===== config.mk =====
export PLATFORM = sky130hd
export DESIGN_NAME = apb_timer_slave_flat
export DESIGN_NICKNAME = d
export VERILOG_FILES = /design/src/rtl/apb_timer_slave_if.sv /design/src/rtl/apb_timer_slave.sv /design/src/flat_wrapper.sv
export SDC_FILE = /design/constraint.sdc
export NUM_CORES = 1
export LEC_CHECK = 0
export ABC_AREA = 1
export CAP_MARGIN = 20
export CELL_PAD_IN_SITES_DETAIL_PLACEMENT = 2
export CELL_PAD_IN_SITES_GLOBAL_PLACEMENT = 2
export CORE_MARGIN = 2
export CORE_UTILIZATION = 26
export DETAILED_ROUTE_END_ITERATION = 10
export GPL_TIMING_DRIVEN = 0
export PLACE_DENSITY_LB_ADDON = 0.1
export SLEW_MARGIN = 40
export SYNTH_ARGS = -nofsm -noshare
export SYNTH_HDL_FRONTEND = slang
export SYNTH_SLANG_ARGS = --single-unit

===== constraint.sdc =====
create_clock -name Hclk -period 1.68 [get_ports Hclk]
set_clock_uncertainty 0.05 [all_clocks]
set_input_delay 0.168 -clock Hclk [delete_from_list [all_inputs] [get_ports Hclk]]
set_output_delay 0.168 -clock Hclk [all_outputs]
set_load 0.05 [all_outputs]

===== src/rtl/apb_timer_slave_if.sv =====
// APB bus bundle between the AHB-to-APB bridge (master)
// and the timer slave.
interface apb_timer_slave_if;
  logic [2:0]  Pselx;
  logic        Penable;
  logic        Pwrite;
  logic [31:0] Paddr;
  logic [31:0] Pwdata;
  logic [31:0] Prdata;

  modport master (
    output Pselx, Penable, Pwrite,
    output Paddr, Pwdata,
    input  Prdata
  );

  modport slave (
    input  Pselx, Penable, Pwrite,
    input  Paddr, Pwdata,
    output Prdata
  );
endinterface


===== src/rtl/apb_timer_slave.sv =====
// Zero-wait APB slave around a prescaled 32-bit down-counter timer.
// Define APB_TIMER_IRQ_EN to implement CTRL.ie and the irq output.
module apb_timer_slave #(
  parameter int unsigned PSEL_IDX = 0
) (
  input  logic             Hclk,
  input  logic             Hreset,
  apb_timer_slave_if.slave bus,
  output logic             irq
);
  typedef enum logic [1:0] {
    IDLE,
    SETUP,
    ACCESS
  } state_e;

  state_e      state_q;
  logic        en_q, en_d;
  logic        rld_q, rld_d;
  logic        ie_q, ie_d;
  logic        exp_q, exp_d;
  logic        perr_q, perr_d;
  logic        irq_q;
  logic [7:0]  presc_q, presc_d;
  logic [7:0]  psc_q, psc_d;
  logic [31:0] load_q, load_d;
  logic [31:0] val_q, val_d;
  logic [31:0] rdata_q, rdata_d;
  logic [31:0] rmux;

  logic sel, acc, wr, rd, perr_set;
  logic wr_ctrl, wr_load, wr_stat;
  logic tick, tick_ok, exp_set;
  logic unused;

  assign sel      = bus.Pselx[PSEL_IDX];
  assign acc      = (state_q == SETUP) & sel & bus.Penable;
  assign wr       = acc & bus.Pwrite;
  assign rd       = acc & ~bus.Pwrite;
  assign perr_set = (state_q == IDLE) & sel & bus.Penable;

  assign wr_ctrl = wr & (bus.Paddr[3:2] == 2'd0);
  assign wr_load = wr & (bus.Paddr[3:2] == 2'd1);
  assign wr_stat = wr & (bus.Paddr[3:2] == 2'd3);

  assign tick    = en_q & (psc_q == presc_q);
  // turning the timer off in the tick cycle swallows that tick
  assign tick_ok = tick & ~(wr_ctrl & ~bus.Pwdata[0]);
  assign exp_set = tick_ok & (val_q == 32'd0);

  always_comb begin
    rmux = 32'd0;
    unique case (bus.Paddr[3:2])
      2'd0: rmux = {16'd0, presc_q, 5'd0, ie_q, rld_q, en_q};
      2'd1: rmux = load_q;
      2'd2: rmux = val_q;
      2'd3: rmux = {30'd0, perr_q, exp_q};
    endcase
  end

  always_comb begin
    en_d    = en_q;
    rld_d   = rld_q;
    ie_d    = ie_q;
    presc_d = presc_q;
    load_d  = load_q;
    val_d   = val_q;
    psc_d   = (en_q & ~tick) ? psc_q + 8'd1 : 8'd0;
    if (tick_ok) begin
      if (val_q != 32'd0) val_d = val_q - 32'd1;
      else if (rld_q)     val_d = load_q;
      else                en_d  = 1'b0;
    end
    if (wr_ctrl) begin
      en_d    = bus.Pwdata[0];
      rld_d   = bus.Pwdata[1];
      presc_d = bus.Pwdata[15:8];
      psc_d   = 8'd0;
`ifdef APB_TIMER_IRQ_EN
      ie_d    = bus.Pwdata[2];
`endif
    end
    if (wr_load) begin
      load_d = bus.Pwdata;
      val_d  = bus.Pwdata;
    end
    // clear first, so a coincident hardware set wins
    exp_d   = exp_set | (exp_q & ~(wr_stat & bus.Pwdata[0]));
    perr_d  = perr_set | (perr_q & ~(wr_stat & bus.Pwdata[1]));
    rdata_d = rd ? rmux : rdata_q;
  end

  always_ff @(posedge Hclk) begin
    if (Hreset) begin
      state_q <= IDLE;
      en_q    <= 1'b0;
      rld_q   <= 1'b0;
      ie_q    <= 1'b0;
      exp_q   <= 1'b0;
      perr_q  <= 1'b0;
      irq_q   <= 1'b0;
      presc_q <= 8'd0;
      psc_q   <= 8'd0;
      load_q  <= 32'd0;
      val_q   <= 32'd0;
      rdata_q <= 32'd0;
    end else begin
      unique case (state_q)
        IDLE:    state_q <= (sel & ~bus.Penable) ? SETUP : IDLE;
        SETUP:   state_q <= ACCESS;
        ACCESS:  state_q <= (sel & ~bus.Penable) ? SETUP : IDLE;
        default: state_q <= IDLE;
      endcase
      en_q    <= en_d;
      rld_q   <= rld_d;
      ie_q    <= ie_d;
      exp_q   <= exp_d;
      perr_q  <= perr_d;
      irq_q   <= exp_q & ie_q;
      presc_q <= presc_d;
      psc_q   <= psc_d;
      load_q  <= load_d;
      val_q   <= val_d;
      rdata_q <= rdata_d;
    end
  end

  assign bus.Prdata = rdata_q;
  assign irq        = irq_q;
  assign unused     = ^{bus.Pselx, bus.Paddr, bus.Pwdata};
endmodule


===== src/flat_wrapper.sv =====
// flat-port wrapper written by rule: the top's interface ports become plain ports
module apb_timer_slave_flat 
#(
  parameter int unsigned PSEL_IDX = 0
)
  (Hclk, Hreset, irq, bus_Pselx, bus_Penable, bus_Pwrite, bus_Paddr, bus_Pwdata, bus_Prdata);
  apb_timer_slave_if bus_i ();
  input  logic Hclk;
  input  logic Hreset;
  output logic irq;
  input wire logic [$bits(bus_i.Pselx)-1:0] bus_Pselx;
  input wire logic [$bits(bus_i.Penable)-1:0] bus_Penable;
  input wire logic [$bits(bus_i.Pwrite)-1:0] bus_Pwrite;
  input wire logic [$bits(bus_i.Paddr)-1:0] bus_Paddr;
  input wire logic [$bits(bus_i.Pwdata)-1:0] bus_Pwdata;
  output wire logic [$bits(bus_i.Prdata)-1:0] bus_Prdata;
  assign bus_i.Pselx = bus_Pselx;
  assign bus_i.Penable = bus_Penable;
  assign bus_i.Pwrite = bus_Pwrite;
  assign bus_i.Paddr = bus_Paddr;
  assign bus_i.Pwdata = bus_Pwdata;
  assign bus_Prdata = bus_i.Prdata;
  apb_timer_slave #(.PSEL_IDX(PSEL_IDX)) u_core (.Hclk(Hclk), .Hreset(Hreset), .bus(bus_i), .irq(irq));
endmodule

==> metrics.json, run 1 <==
{
  "cells_and_area": {
    "antenna_cells_inserted": 0,
    "nNetsFinal": 1217,
    "final_layout_size_suffix_gt1_frac": 0.287,
    "area_delta_synth_final_pct": 53.9
  },
  "critical_path": {
    "critPathCaptureType": "flop",
    "startpoint_type": "flop",
    "cp.arrival_ns": 2.38,
    "critical_path.slowest_cell": "sky130_fd_sc_hd__dfxtp_4",
    "worst-setup-path-type": "reg -> reg",
    "critical_path.cell_chain": "nor2_4 > buf_4 > nand3_2 > nor2_4 > nand3_4 > nand2_4 > buf_8 > buf_12 > buf_16 > nand2_1 > o21ai_0 > nand2_1 > nor2_1 > nor2_1",
    "reg2reg_slack_ns": -0.43,
    "slowest_delay_ns": 0.37,
    "timing.critical_path.fanout_max": 4,
    "cp_top_family": "simple AND/OR/NAND/NOR gates",
    "cp_num_buf_inv": 4,
    "crit_required_ns": 1.95
  },
  "synthesis": {
    "yosys.cell_types.count": 35,
    "synthesis.area_um2": 6300,
    "synth-seq-area-share": 0.375,
    "synthTopCellsByArea": "sky130_fd_sc_hd__dfxtp_1 (37%), sky130_fd_sc_hd__nand2_1 (19%), sky130_fd_sc_hd__nor2_1 (9.0%), sky130_fd_sc_hd__nand3_1 (5.0%), sky130_fd_sc_hd__o21ai_0 (4.7%)",
    "synth_net_count": 1056,
    "synthesis_warning_total": 0,
    "synth.largest_area_cell": "sky130_fd_sc_hd__dfxtp_1",
    "netlist_instances": 982,
    "syn_avg_cell_area_um2": 6.42,
    "synth-seq-cells": 118,
    "post-synth-top-area-fraction": 0.375
  },
  "sta": {
    "timing.final.crit_period_ns": 2.11,
    "max_freq_mhz": 474,
    "final.setup.worst_slack_ns": -0.429,
    "final-hold-violation-count": 0,
    "tightest_slew_ns": 0.913,
    "grt_setup_unrepaired": "yes",
    "slew_violations": 0,
    "final_setup_violation_count": 33,
    "slew_headroom": 0.392,
    "final.period_utilization": 1.26,
    "timing.setup.tns_ns": -10.73
  },
  "grt": {
    "grt_pass1_vias": 7879,
    "grt_pass1_wl_um": 48900,
    "track_usage": 0.254,
    "grt_start_max_net_pins": 17,
    "grt.overflow.total": 0,
    "antenna_found_initial": 0
  },
  "run_status": {
    "failed_checks": "setup timing",
    "status": "finished, violations left"
  },
  "route": {
    "drcViolationCount": 0,
    "routedWlPerCell_um": 23.8,
    "drt_first_iter_violations": 539,
    "detail_route.first_pass.iterations": 5,
    "totalWireLength_um": 35100,
    "met2_length_um": 17400,
    "vias": 7590,
    "m1WireLength_um": 15300,
    "avgViaCountPerCell": 5.15,
    "length_of_routed_met3_wiring_um": 1270,
    "detail-route-antenna-nets": 0,
    "route.top_layer_used": "met4"
  },
  "power": {
    "seqPwrFrac": 0.354,
    "peakVddDrop_mv": 0.474,
    "clock_power_share": 0.514,
    "combPwrFrac": 0.132,
    "power_mw": 7.97,
    "switching_share_of_total_power": 0.285,
    "leakage_nw": 4.72,
    "cell_internal_pwr_mw": 5.70,
    "power.density_cell_area_nw_per_um2": 821,
    "power.switching_mw": 2.27
  },
  "floorplan": {
    "die_area_um2": 25500,
    "start_util": 0.267,
    "die-width_um": 160,
    "floorplan.rows": 56,
    "floorplan.io_pins": 104,
    "chipHeight_um": 160,
    "placeable_core_region_um2": 23600
  },
  "clock_tree": {
    "cts-hold-fix-buffers": 0,
    "insertion_delay_ns": 0.44,
    "clock_sink_count": 118,
    "cts_root_buf": "sky130_fd_sc_hd__clkbuf_16",
    "clock_path_buffers": 2,
    "cts_htree_levels": 4,
    "clock_tree_from_tritoncts": "yes",
    "clock_pin_slew_on_the_worst_setup_and_hold_paths_ns": 0.06,
    "numCtsBuffers": 17
  },
  "worst_hold_path": {
    "hp-class": "in -> reg"
  },
  "run": {
    "timing.max_cap.violations": 0
  },
  "place": {
    "gp_congestion": 0.931,
    "detailed_place_hpwl_um": 22300,
    "io_buffer_count": 69
  }
}
-- path summary, 6_finish.rpt --
kind / startpoint / to / cells past startpoint
worst max-delay path: u_core.val_q[9] / u_core.val_q[5] / 14
worst min-delay path: Hreset / u_core.load_q[20] / 2
worst max register to register: u_core.val_q[9] / u_core.val_q[5] / 14
worst min register to register: u_core.presc_q[6] / u_core.presc_q[6] / 2
-- synth_stat cells --
| master | instances |
|---|---|
| sky130_fd_sc_hd__a21oi_1 | 56 |
| sky130_fd_sc_hd__a221oi_1 | 17 |
| sky130_fd_sc_hd__a22oi_1 | 1 |
| sky130_fd_sc_hd__a31oi_1 | 15 |
| sky130_fd_sc_hd__buf_1 | 5 |
| sky130_fd_sc_hd__buf_2 | 10 |
| sky130_fd_sc_hd__buf_4 | 3 |
| sky130_fd_sc_hd__buf_6 | 2 |
| sky130_fd_sc_hd__buf_8 | 1 |
| sky130_fd_sc_hd__clkbuf_1 | 27 |
| sky130_fd_sc_hd__conb_1 | 1 |
| sky130_fd_sc_hd__dfxtp_1 | 118 |
| sky130_fd_sc_hd__ha_1 | 3 |
| sky130_fd_sc_hd__inv_1 | 63 |
| sky130_fd_sc_hd__inv_2 | 1 |
| sky130_fd_sc_hd__inv_6 | 1 |
| sky130_fd_sc_hd__nand2_1 | 314 |
| sky130_fd_sc_hd__nand2_2 | 2 |
| sky130_fd_sc_hd__nand2_4 | 2 |
| sky130_fd_sc_hd__nand3_1 | 63 |
| sky130_fd_sc_hd__nand3_2 | 3 |
| sky130_fd_sc_hd__nand3b_1 | 6 |
| sky130_fd_sc_hd__nand4_1 | 5 |
| sky130_fd_sc_hd__nor2_1 | 151 |
| sky130_fd_sc_hd__nor2_2 | 21 |
| sky130_fd_sc_hd__nor2_4 | 3 |
| sky130_fd_sc_hd__nor3_1 | 5 |
| sky130_fd_sc_hd__nor3b_1 | 1 |
| sky130_fd_sc_hd__o211ai_1 | 1 |
| sky130_fd_sc_hd__o21a_1 | 2 |
| sky130_fd_sc_hd__o21ai_0 | 59 |
| sky130_fd_sc_hd__o22ai_1 | 1 |
| sky130_fd_sc_hd__or2_2 | 1 |
| sky130_fd_sc_hd__xnor2_1 | 7 |
| sky130_fd_sc_hd__xor2_1 | 11 |
-- layer usage --
| metal | vias up | track usage |
|---|---|---|
| met5 | - | 0 |
| met4 | 0 | 0.0818 |
| met3 | 60 | 0.0387 |
| met2 | 198 | 0.433 |
| met1 | 3840 | 0.330 |
| li1 | 3492 | - |
-- worst reg2reg max path, stage by stage, from the launching register on --
cell and delay (ns):
sky130_fd_sc_hd__dfxtp_4 0.37, sky130_fd_sc_hd__nor2_4 0.15, sky130_fd_sc_hd__buf_4 0.14, sky130_fd_sc_hd__nand3_2 0.11, sky130_fd_sc_hd__nor2_4 0.16, sky130_fd_sc_hd__nand3_4 0.11
sky130_fd_sc_hd__nand2_4 0.12, sky130_fd_sc_hd__buf_8 0.15, sky130_fd_sc_hd__buf_12 0.11, sky130_fd_sc_hd__buf_16 0.12, sky130_fd_sc_hd__nand2_1 0.08, sky130_fd_sc_hd__o21ai_0 0.11
sky130_fd_sc_hd__nand2_1 0.09, sky130_fd_sc_hd__nor2_1 0.10, sky130_fd_sc_hd__nor2_1 0.04
-- cells by family after synthesis --
| kind of cell | share of synthesized area |
|---|---|
| other | 0.000595 |
| DFF | 0.375 |
| xor gates and xnor gates | 0.0250 |
| and+or+nand+nor | 0.382 |
| adders and majority gates | 0.00596 |
| buffers and inverters | 0.0761 |
| AOI/OAI and AO/OA | 0.136 |
-- layout make-up --
class                           count  area (um^2)
Buffer                             48          379
Clock buffer                       18          429
Clock inverter                     14          199
Fill cell                        2758        13900
Inverter                           65          270
Multi-Input combinational cell    751         4180
Sequential cell                   118         2420
Tap cell                          319          399
Timing Repair Buffer              142         1420
-- stage by stage --
step / instances / hold WS, ns / cell area (um^2) / worst slack [ns] / utilization
after global routing: 1475 / 0.242 / 9700 / -0.483 / 0.411
after detailed placement: 1370 / 0.421 / 7390 / -0.964 / 0.313
after CTS: 1445 / 0.200 / 9000 / -0.266 / 0.381
after global placement: 1370 / 0.412 / 7390 / -0.942 / 0.313
after floorplan: 982 / 0.190 / 6300 / 0.00894 / -
final: 1475 / 0.202 / 9700 / -0.429 / 0.411
-- cell usage in the layout, fill, tap and decap left out, drive strengths merged --
| cell type | n |
|---|---|
| nand2 | 318 |
| nor2 | 175 |
| dfxtp | 118 |
| buf | 97 |
| inv | 67 |
| nand3 | 66 |
| o21ai | 59 |
| a21oi | 56 |
| clkbuf | 42 |
| clkdlybuf4s50 | 37 |
| dlygate4sd2 | 32 |
| a221oi | 17 |
| a31oi | 15 |
| xor2 | 11 |
| xnor2 | 7 |
| nand3b | 6 |
| nand4 | 5 |
| clkinvlp | 5 |
| nor3 | 5 |
| bufinv | 4 |
| ha | 3 |
| clkinv | 3 |
| o21a | 2 |
| or2 | 1 |
| nor3b | 1 |
| o22ai | 1 |
| o211ai | 1 |
| a22oi | 1 |
| conb | 1 |
-- power groups by stage --
stage | Clock, mW | Sequential [mW] | Combinational [mW]
finish | 4.10 | 2.82 | 1.05
global route | 4.26 | 2.82 | 1.11
CTS | 4.13 | 2.83 | 0.899
detailed placement | 0 | 2.89 | 0.744
global placement | 0 | 2.89 | 0.730
floorplan | 0 | 2.92 | 0.375
-- state kept, by name, indices dropped and copies added, names as in the netlist --
| name | count |
|---|---|
| u_core.val_q | 32 |
| u_core.psc_q | 8 |
| u_core.rld_q | 1 |
| u_core.state_q | 2 |
| u_core.bus.Prdata | 32 |
| u_core.exp_q | 1 |
| u_core.perr_q | 1 |
| u_core.load_q | 32 |
| u_core.en_q | 1 |
| u_core.presc_q | 8 |
-- repair_timing --
| action | in CTS | in global routing |
|---|---|---|
| pin swaps | 29 | 46 |
| buffers inserted | 38 | 32 |
| gates cloned | 5 | 0 |
| setup endpoints to repair | 128 | 102 |
| resized for setup | 194 | 154 |
Note: power is estimated with default switching activity, not from simulation.
==> run 2: changes to the inputs <==
Settings changed: CAP_MARGIN 20 to not set, CORE_UTILIZATION 26 to 29.
Clock period 1.68 ns to 2 ns, I/O delays scaled along.
==> run 2 against run 1 <==
Against the previous run: final cell count shrank 6.0%; highest routed layer unchanged; worst hold slack improved by 0.0064 ns; critical endpoint is now u_core.val_q[22]; largest power group unchanged; the run now ends clean; clock power shrank 21%.
==> metrics.json, run 2 (same netlist as run 1, synthesis figures left out) <==
{
  "place": {
    "detailed_place_hpwl": {"value": 21600, "unit": "um", "change": "-2.9%"},
    "gp_congestion": {"value": 0.890, "change": "-4.4%"},
    "postPlaceCellArea": {"value": 7340, "unit": "um^2", "change": "-0.74%"},
    "io_buffer_count": {"value": 69, "change": "unchanged"}
  },
  "clock_tree": {
    "numCtsBuffers": {"value": 17, "change": "unchanged"},
    "clock_path_buffers": {"value": 2, "change": "unchanged"},
    "insertion_delay": {"value": 0.44, "unit": "ns", "change": "about the same"},
    "cts-hold-fix-buffers": {"value": 0, "change": "unchanged"},
    "clock_pin_slew_on_the_worst_setup_and_hold_paths": {"value": 0.06, "unit": "ns", "change": "about the same"},
    "clock_sink_count": {"value": 118, "change": "unchanged"},
    "cts_htree_levels": {"value": 4, "change": "unchanged"},
    "clock_tree_from_tritoncts": "yes",
    "cts_root_buf": "sky130_fd_sc_hd__clkbuf_16"
  },
  "route": {
    "route.top_layer_used": "met4",
    "detail_route.first_pass.iterations": {"value": 6, "change": "+1"},
    "m1WireLength": {"value": 13600, "unit": "um", "change": "-11%"},
    "met2_length": {"value": 14800, "unit": "um", "change": "-15%"},
    "detail-route-antenna-nets": {"value": 0, "change": "unchanged"},
    "totalWireLength": {"value": 30300, "unit": "um", "change": "-14%"},
    "length_of_routed_met3_wiring": {"value": 1210, "unit": "um", "change": "-4.3%"},
    "drt_first_iter_violations": {"value": 433, "change": "-20%"},
    "avgViaCountPerCell": {"value": 5.20, "change": "+1.0%"},
    "drcViolationCount": {"value": 0, "change": "unchanged"},
    "vias": {"value": 7210, "change": "-5.0%"},
    "routedWlPerCell": {"value": 21.8, "unit": "um", "change": "-8.4%"}
  },
  "sta": {
    "grt_setup_unrepaired": "yes",
    "timing.final.crit_period": {"value": 1.99, "unit": "ns", "change": "-0.119 ns"},
    "final_setup_violation_count": {"value": 0, "change": "-100%"},
    "slew_violations": {"value": 0, "change": "unchanged"},
    "tightest_slew": {"value": 0.861, "unit": "ns", "change": "-0.0513 ns"},
    "slew_headroom": {"value": 0.426, "change": "+0.0342"},
    "max_freq": {"value": 503, "unit": "MHz", "change": "+6.0%"},
    "final-hold-violation-count": {"value": 0, "change": "unchanged"},
    "final.period_utilization": {"value": 0.995, "change": "-0.260"}
  },
  "critical_path": {
    "startpoint_type": "flop",
    "cp.arrival": {"value": 2.26, "unit": "ns", "change": "-0.12 ns"},
    "timing.rr.end": "u_core.val_q[22]",
    "critPathCaptureType": "flop",
    "worst-setup-path-type": "reg -> reg",
    "reg2reg_slack": {"value": 0.01, "unit": "ns", "change": "+0.44 ns"},
    "crit_required": {"value": 2.27, "unit": "ns", "change": "+0.32 ns"},
    "timing.critical_path.fanout_max": {"value": 5, "change": "+1"},
    "beginning_of_the_worst_register_to_register_path": "u_core.val_q[1]",
    "ff2ff_path_depth": {"value": 14, "change": "unchanged"}
  },
  "power": {
    "leakage": {"value": 3.97, "unit": "nW", "change": "-16%"},
    "power.density_cell_area": {"value": 736, "unit": "nW/um^2", "change": "-10%"},
    "power": {"value": 6.30, "unit": "mW", "change": "-21%"},
    "switching_share_of_total_power": {"value": 0.289, "change": "+0.00474"},
    "peakVddDrop": {"value": 0.597, "unit": "mV", "change": "+26%"},
    "power.switching": {"value": 1.82, "unit": "mW", "change": "-20%"},
    "cell_internal_pwr": {"value": 4.47, "unit": "mW", "change": "-21%"},
    "clock_power_share": {"value": 0.511, "change": "-0.003"},
    "seqPwrFrac": {"value": 0.377, "change": "+0.023"},
    "combPwrFrac": {"value": 0.111, "change": "-0.021"}
  },
  "cells_and_area": {
    "most-common-layout-cells": "sky130_fd_sc_hd__nand2_1 (305), sky130_fd_sc_hd__nor2_1 (128), sky130_fd_sc_hd__dfxtp_1 (90), sky130_fd_sc_hd__clkdlybuf4s50_1 (69), sky130_fd_sc_hd__nand3_1 (58)",
    "layout_commonest_cell": "sky130_fd_sc_hd__nand2_1",
    "post-route-cell-area": {"value": 8560, "unit": "um^2", "change": "-12%"},
    "area_delta_synth_final_pct": 35.9,
    "multi_input_comb_area": {"value": 3730, "unit": "um^2", "change": "-11%"},
    "nNetsFinal": {"value": 1173, "change": "-3.6%"},
    "final.fill_count": {"value": 2545, "change": "-7.7%"},
    "register_area": {"value": 2400, "unit": "um^2", "change": "-1.0%"},
    "final_layout_size_suffix_gt1_frac": {"value": 0.180, "change": "-0.107"},
    "antenna_cells_inserted": {"value": 0, "change": "unchanged"}
  },
  "grt": {
    "antenna_found_initial": {"value": 0, "change": "unchanged"},
    "grt.overflow.total": {"value": 0, "change": "unchanged"},
    "track_usage": {"value": 0.263, "change": "+0.00887"},
    "grt_pass1_wl": {"value": 44000, "unit": "um", "change": "-9.9%"},
    "grt_start_max_net_pins": {"value": 17, "change": "unchanged"},
    "grt_pass1_vias": {"value": 7426, "change": "-5.7%"}
  },
  "floorplan": {
    "chipHeight": {"value": 151, "unit": "um", "change": "-5.2%"},
    "placeable_core_region": {"value": 21200, "unit": "um^2", "change": "-10%"},
    "die-width": {"value": 151, "unit": "um", "change": "-5.2%"},
    "start_util": {"value": 0.298, "change": "+0.0310"},
    "floorplan.io_pins": {"value": 104, "change": "unchanged"},
    "die_area": {"value": 22900, "unit": "um^2", "change": "-10%"},
    "floorplan.rows": {"value": 53, "change": "-5.4%"}
  },
  "run": {
    "timing.max_cap.violations": {"value": 0, "change": "unchanged"}
  },
  "worst_hold_path": {
    "worst_hold_path.endpoint": "u_core.load_q[21]",
    "timing.hold.worst.start": "Hreset",
    "worstHoldPathCells": {"value": 2, "change": "unchanged"},
    "hp-class": "in -> reg"
  },
  "run_status": {
    "status": "complete, no violations"
  }
}
==> run 2: cell types whose count changed in the layout (fill, tap and decap cells not counted), sizes merged, moves of 3 or more <==
cell | before | now
dlygate4sd2 | 32 | 0
clkdlybuf4s50 | 37 | 69
clkinv | 3 | 6
buf | 97 | 51
==> run 2: per-stage QoR <==
stage	TNS, ns	cells	worst slack, ns	hold WS [ns]	utilization
floorplan	0	982	0.329	0.222	-
global placement	-37.22	1326	-0.714	0.417	0.347
detailed placement	-39.26	1326	-0.728	0.429	0.347
CTS	-0.00419	1367	-0.00347	0.222	0.386
global route	-1.04	1387	-0.0778	0.223	0.405
finish	0	1387	0.0101	0.209	0.405
==> run 2: metal layers <==
| layer | track usage | vias to the layer above |
|---|---|---|
| li1 | - | 3412 |
| met1 | 0.337 | 3614 |
| met2 | 0.454 | 149 |
| met3 | 0.0404 | 35 |
| met4 | 0.0790 | 0 |
| met5 | 0 | - |
==> run 2: cell type report <==
class	count	area share
clock inverters	15	0.0197
clock buffers	17	0.0497
flip-flops and latches	118	0.280
repair buffers	98	0.108
inverters	65	0.0304
well taps	275	0.0402
plain buffers	48	0.0362
multi-input cells	751	0.435
==> run 2: how the worst max path moves through the flow <==
| stage | cells after the start | end | start | slack (ns) |
|---|---|---|---|---|
| finish | 14 | u_core.val_q[22] | u_core.val_q[1] | 0.01 |
| CTS | 12 | u_core.val_q[24] | u_core.val_q[0] | -0.003 |
| global placement | 9 | u_core.val_q[2] | bus_Penable | -0.71 |
| floorplan | 13 | u_core.val_q[27] | u_core.val_q[0] | 0.33 |
| global route | 13 | u_core.val_q[9] | u_core.val_q[1] | -0.08 |
| detailed placement | 9 | u_core.val_q[15] | bus_Penable | -0.73 |
==> run 2: worst max-delay path: stages, from the launching register on <==
cell and delay, ns:
sky130_fd_sc_hd__dfxtp_2 0.34, sky130_fd_sc_hd__inv_2 0.11, sky130_fd_sc_hd__buf_12 0.12, sky130_fd_sc_hd__ha_4 0.17, sky130_fd_sc_hd__inv_1 0.06, sky130_fd_sc_hd__nor2_2 0.13
sky130_fd_sc_hd__nand3_2 0.15, sky130_fd_sc_hd__nor2_4 0.14, sky130_fd_sc_hd__nand3_2 0.11, sky130_fd_sc_hd__nand2_1 0.10, sky130_fd_sc_hd__nand2_1 0.05, sky130_fd_sc_hd__nor2_1 0.09
sky130_fd_sc_hd__nor2_1 0.05, sky130_fd_sc_hd__nor2_1 0.14, sky130_fd_sc_hd__nor2_1 0.06
==> run 2: timing repair <==
| action | in CTS | in global routing |
|---|---|---|
| hold endpoints to repair | 0 | 0 |
| gates cloned | 0 | 0 |
| pin swaps | 4 | 25 |
| setup endpoints to repair | 61 | 80 |
| setup buffers | 9 | 20 |
| resized for setup | 60 | 85 |
==> run 2: power groups by stage <==
stage | Combinational, mW | Sequential, mW | Clock [mW]
after floorplan | 0.315 | 2.45 | 0
after CTS | 0.654 | 2.38 | 3.26
after global placement | 0.607 | 2.43 | 0
final | 0.700 | 2.38 | 3.22
after global routing | 0.757 | 2.38 | 3.35
after detailed placement | 0.619 | 2.43 | 0
==> run 3: changes to the inputs <==
Settings changed: CELL_PAD_IN_SITES_DETAIL_PLACEMENT 2 to 1, CELL_PAD_IN_SITES_GLOBAL_PLACEMENT 2 to 1, CORE_UTILIZATION 29 to 38.
==> run 3 against run 2 <==
Against the previous run: non-clock buffer count is 16 lower; first-iteration DRC count shrank 2.5%; via count down 4.0%; global-route usage grew 2.9 points; sequential share of layout area up 0.65 points; worst setup slack gained 0.055 ns; critical path depth fell by 2; routed wire length decreased by 15%; die area is 23% lower; worst hold slack better by 0.051 ns; count of clock-buffer cells in the layout increased by 2; critical path type unchanged.
==> metrics.json, run 3 (same netlist as run 1, synthesis figures left out) <==
{
  "sta": {
    "max_freq": {"value": 517, "unit": "MHz", "change": "+2.8%"},
    "slew_headroom": {"value": 0.460, "change": "+0.0346"},
    "final-hold-violation-count": {"value": 0, "change": "unchanged"},
    "tightest_slew": {"value": 0.809, "unit": "ns", "change": "-0.0519 ns"},
    "slew_violations": {"value": 0, "change": "unchanged"},
    "final_setup_violation_count": {"value": 0, "change": "unchanged"},
    "timing.final.crit_period": {"value": 1.93, "unit": "ns", "change": "-0.0549 ns"},
    "final.period_utilization": {"value": 0.967, "change": "-0.0275"},
    "grt_setup_unrepaired": "yes"
  },
  "run": {
    "timing.max_cap.violations": {"value": 0, "change": "unchanged"}
  },
  "critical_path": {
    "slowest_delay": {"value": 0.37, "unit": "ns", "change": "+0.03 ns"},
    "critical_path.slowest_cell": "sky130_fd_sc_hd__dfxtp_1",
    "critPathCaptureType": "flop",
    "worstSetupPathDepth": {"value": 12, "change": "-2"},
    "cp.arrival": {"value": 2.21, "unit": "ns", "change": "-0.05 ns"},
    "cp_num_buf_inv": {"value": 3, "change": "unchanged"},
    "startpoint_type": "flop",
    "critical_path.cell_chain": "inv_2 > ha_4 > nand3_1 > nor2_1 > nand3_2 > buf_4 > buf_2 > nand3_1 > nand2_1 > nand2_1 > nor2_2 > nor2_1",
    "worst-setup-path-type": "reg -> reg",
    "ff2ff_path_depth": {"value": 12, "change": "-2"},
    "crit_required": {"value": 2.28, "unit": "ns", "change": "about the same"},
    "cp_top_family": "simple AND/OR/NAND/NOR gates",
    "timing.critical_path.fanout_max": {"value": 10, "change": "+5"}
  },
  "floorplan": {
    "placeable_core_region": {"value": 16400, "unit": "um^2", "change": "-22%"},
    "start_util": {"value": 0.384, "change": "+0.0862"},
    "die-width": {"value": 133, "unit": "um", "change": "-12%"},
    "floorplan.io_pins": {"value": 104, "change": "unchanged"},
    "chipHeight": {"value": 133, "unit": "um", "change": "-12%"},
    "floorplan.rows": {"value": 47, "change": "-11%"},
    "die_area": {"value": 17600, "unit": "um^2", "change": "-23%"}
  },
  "route": {
    "avgViaCountPerCell": {"value": 5.26, "change": "+1.1%"},
    "routedWlPerCell": {"value": 19.5, "unit": "um", "change": "-11%"},
    "detail_route.first_pass.iterations": {"value": 5, "change": "-1"},
    "detail-route-antenna-nets": {"value": 0, "change": "unchanged"},
    "drt_first_iter_violations": {"value": 422, "change": "-2.5%"},
    "vias": {"value": 6918, "change": "-4.0%"},
    "totalWireLength": {"value": 25600, "unit": "um", "change": "-15%"},
    "drcViolationCount": {"value": 0, "change": "unchanged"}
  },
  "grt": {
    "track_usage": {"value": 0.292, "change": "+0.0292"},
    "antenna_found_initial": {"value": 0, "change": "unchanged"},
    "grt.overflow.total": {"value": 0, "change": "unchanged"},
    "grt_pass1_wl": {"value": 39000, "unit": "um", "change": "-11%"},
    "grt_pass1_vias": {"value": 6828, "change": "-8.1%"},
    "grt_start_max_net_pins": {"value": 17, "change": "unchanged"}
  },
  "worst_hold_path": {
    "worstHoldPathCells": {"value": 2, "change": "unchanged"},
    "hp-class": "in -> reg"
  },
  "run_status": {
    "status": "complete, no violations"
  },
  "clock_tree": {
    "clock_pin_slew_on_the_worst_setup_and_hold_paths": {"value": 0.06, "unit": "ns", "change": "about the same"},
    "clock_tree_from_tritoncts": "yes",
    "insertion_delay": {"value": 0.43, "unit": "ns", "change": "about the same"},
    "numCtsBuffers": {"value": 17, "change": "unchanged"},
    "cts_htree_levels": {"value": 4, "change": "unchanged"},
    "cts_root_buf": "sky130_fd_sc_hd__clkbuf_16",
    "clock_path_buffers": {"value": 2, "change": "unchanged"},
    "clock_sink_count": {"value": 118, "change": "unchanged"}
  },
  "power": {
    "switching_share_of_total_power": {"value": 0.267, "change": "-0.0228"},
    "clock_power_share": {"value": 0.518, "change": "+0.007"},
    "cell_internal_pwr": {"value": 4.60, "unit": "mW", "change": "+2.8%"},
    "power.density_cell_area": {"value": 755, "unit": "nW/um^2", "change": "+2.7%"},
    "leakage": {"value": 3.89, "unit": "nW", "change": "-1.9%"},
    "peakVddDrop": {"value": 0.618, "unit": "mV", "change": "+3.6%"},
    "seqPwrFrac": {"value": 0.379, "change": "+0.002"},
    "power.switching": {"value": 1.67, "unit": "mW", "change": "-8.2%"},
    "combPwrFrac": {"value": 0.103, "change": "-0.008"}
  },
  "cells_and_area": {
    "antenna_cells_inserted": {"value": 0, "change": "unchanged"},
    "final_layout_size_suffix_gt1_frac": {"value": 0.144, "change": "-0.0357"},
    "finish.utilization": {"value": 0.506, "change": "+0.102"},
    "area_delta_synth_final_pct": 31.8,
    "finalNonFillerCells": {"value": 1316, "change": "-5.1%"},
    "final.fill_count": {"value": 2134, "change": "-16%"},
    "layout_commonest_cell": "sky130_fd_sc_hd__nand2_1",
    "nNetsFinal": {"value": 1157, "change": "-1.4%"},
    "most-common-layout-cells": "sky130_fd_sc_hd__nand2_1 (307), sky130_fd_sc_hd__nor2_1 (138), sky130_fd_sc_hd__dfxtp_1 (102), sky130_fd_sc_hd__clkdlybuf4s50_1 (69)"
  },
  "place": {
    "io_buffer_count": {"value": 69, "change": "unchanged"},
    "numPlacedInstances": {"value": 1271, "change": "-4.1%"},
    "detailed_place_hpwl": {"value": 19000, "unit": "um", "change": "-12%"},
    "gp_congestion": {"value": 0.951, "change": "+6.9%"}
  }
}
-- run 3: path summary, 6_finish.rpt --
check / startpoint / to / slack, ns
worst min-delay path: Hreset / u_core.load_q[21] / 0.26
worst max-delay path: u_core.val_q[1] / u_core.val_q[9] / 0.07
worst max register to register: u_core.val_q[1] / u_core.val_q[9] / 0.07
worst min register to register: u_core.presc_q[6] / u_core.presc_q[6] / 0.43
-- run 3: stage by stage --
step	power, mW	hold WS, ns	area [um^2]	worst slack (ns)	TNS, ns
6_report	6.27	0.260	8310	0.0650	0
5_1_grt	6.44	0.241	8310	-0.0549	-0.322
4_1_cts	6.26	0.176	8010	-0.115	-0.235
3_5_place_dp	3.02	0.432	7270	-0.620	-28.42
3_3_place_gp	3.01	0.416	7270	-0.600	-25.39
2_1_floorplan	2.77	0.222	6300	0.329	0
-- run 3: repair_timing --
item	4_1_cts	5_1_grt
gates resized for setup	34	71
buffers inserted	4	9
hold endpoints to repair	0	0
setup endpoints to repair	35	59
hold buffers	0	0
pin swaps	4	12
-- run 3: metal layers --
metal / wire [um] / up-vias / GRT usage
li1: - / 3376 / -
met1: 11300 / 3311 / 0.363
met2: 12400 / 182 / 0.493
met3: 1310 / 49 / 0.0663
met4: 694 / 0 / 0.113
met5: 0 / - / 0
-- run 3: layout make-up --
| class | instances | area [um^2] | area share |
|---|---|---|---|
| Timing Repair Buffer | 82 | 801 | 0.0964 |
| Clock inverter | 13 | 173 | 0.0208 |
| Inverter | 65 | 260 | 0.0313 |
| Multi-Input combinational cell | 751 | 3680 | 0.443 |
| Clock buffer | 19 | 443 | 0.0533 |
| Sequential cell | 118 | 2380 | 0.287 |
| Buffer | 48 | 293 | 0.0353 |
| Tap cell | 220 | 275 | 0.0331 |
-- run 3: worst register-to-register path, cell delays in order (launching register included) --
cell,delay (ns)
sky130_fd_sc_hd__dfxtp_1,0.37
sky130_fd_sc_hd__inv_2,0.10
sky130_fd_sc_hd__ha_4,0.19
sky130_fd_sc_hd__nand3_1,0.08
sky130_fd_sc_hd__nor2_1,0.06
sky130_fd_sc_hd__nand3_2,0.08
sky130_fd_sc_hd__buf_4,0.16
sky130_fd_sc_hd__buf_2,0.27
sky130_fd_sc_hd__nand3_1,0.15
sky130_fd_sc_hd__nand2_1,0.10
sky130_fd_sc_hd__nand2_1,0.06
sky130_fd_sc_hd__nor2_2,0.12
sky130_fd_sc_hd__nor2_1,0.05
-- run 3: power by group through the flow --
stage	Combinational (mW)	Sequential [mW]	Clock, mW
after floorplan	0.315	2.45	0
after global placement	0.584	2.43	0
after detailed placement	0.591	2.43	0
after CTS	0.612	2.38	3.27
after global routing	0.703	2.38	3.36
final	0.645	2.38	3.25
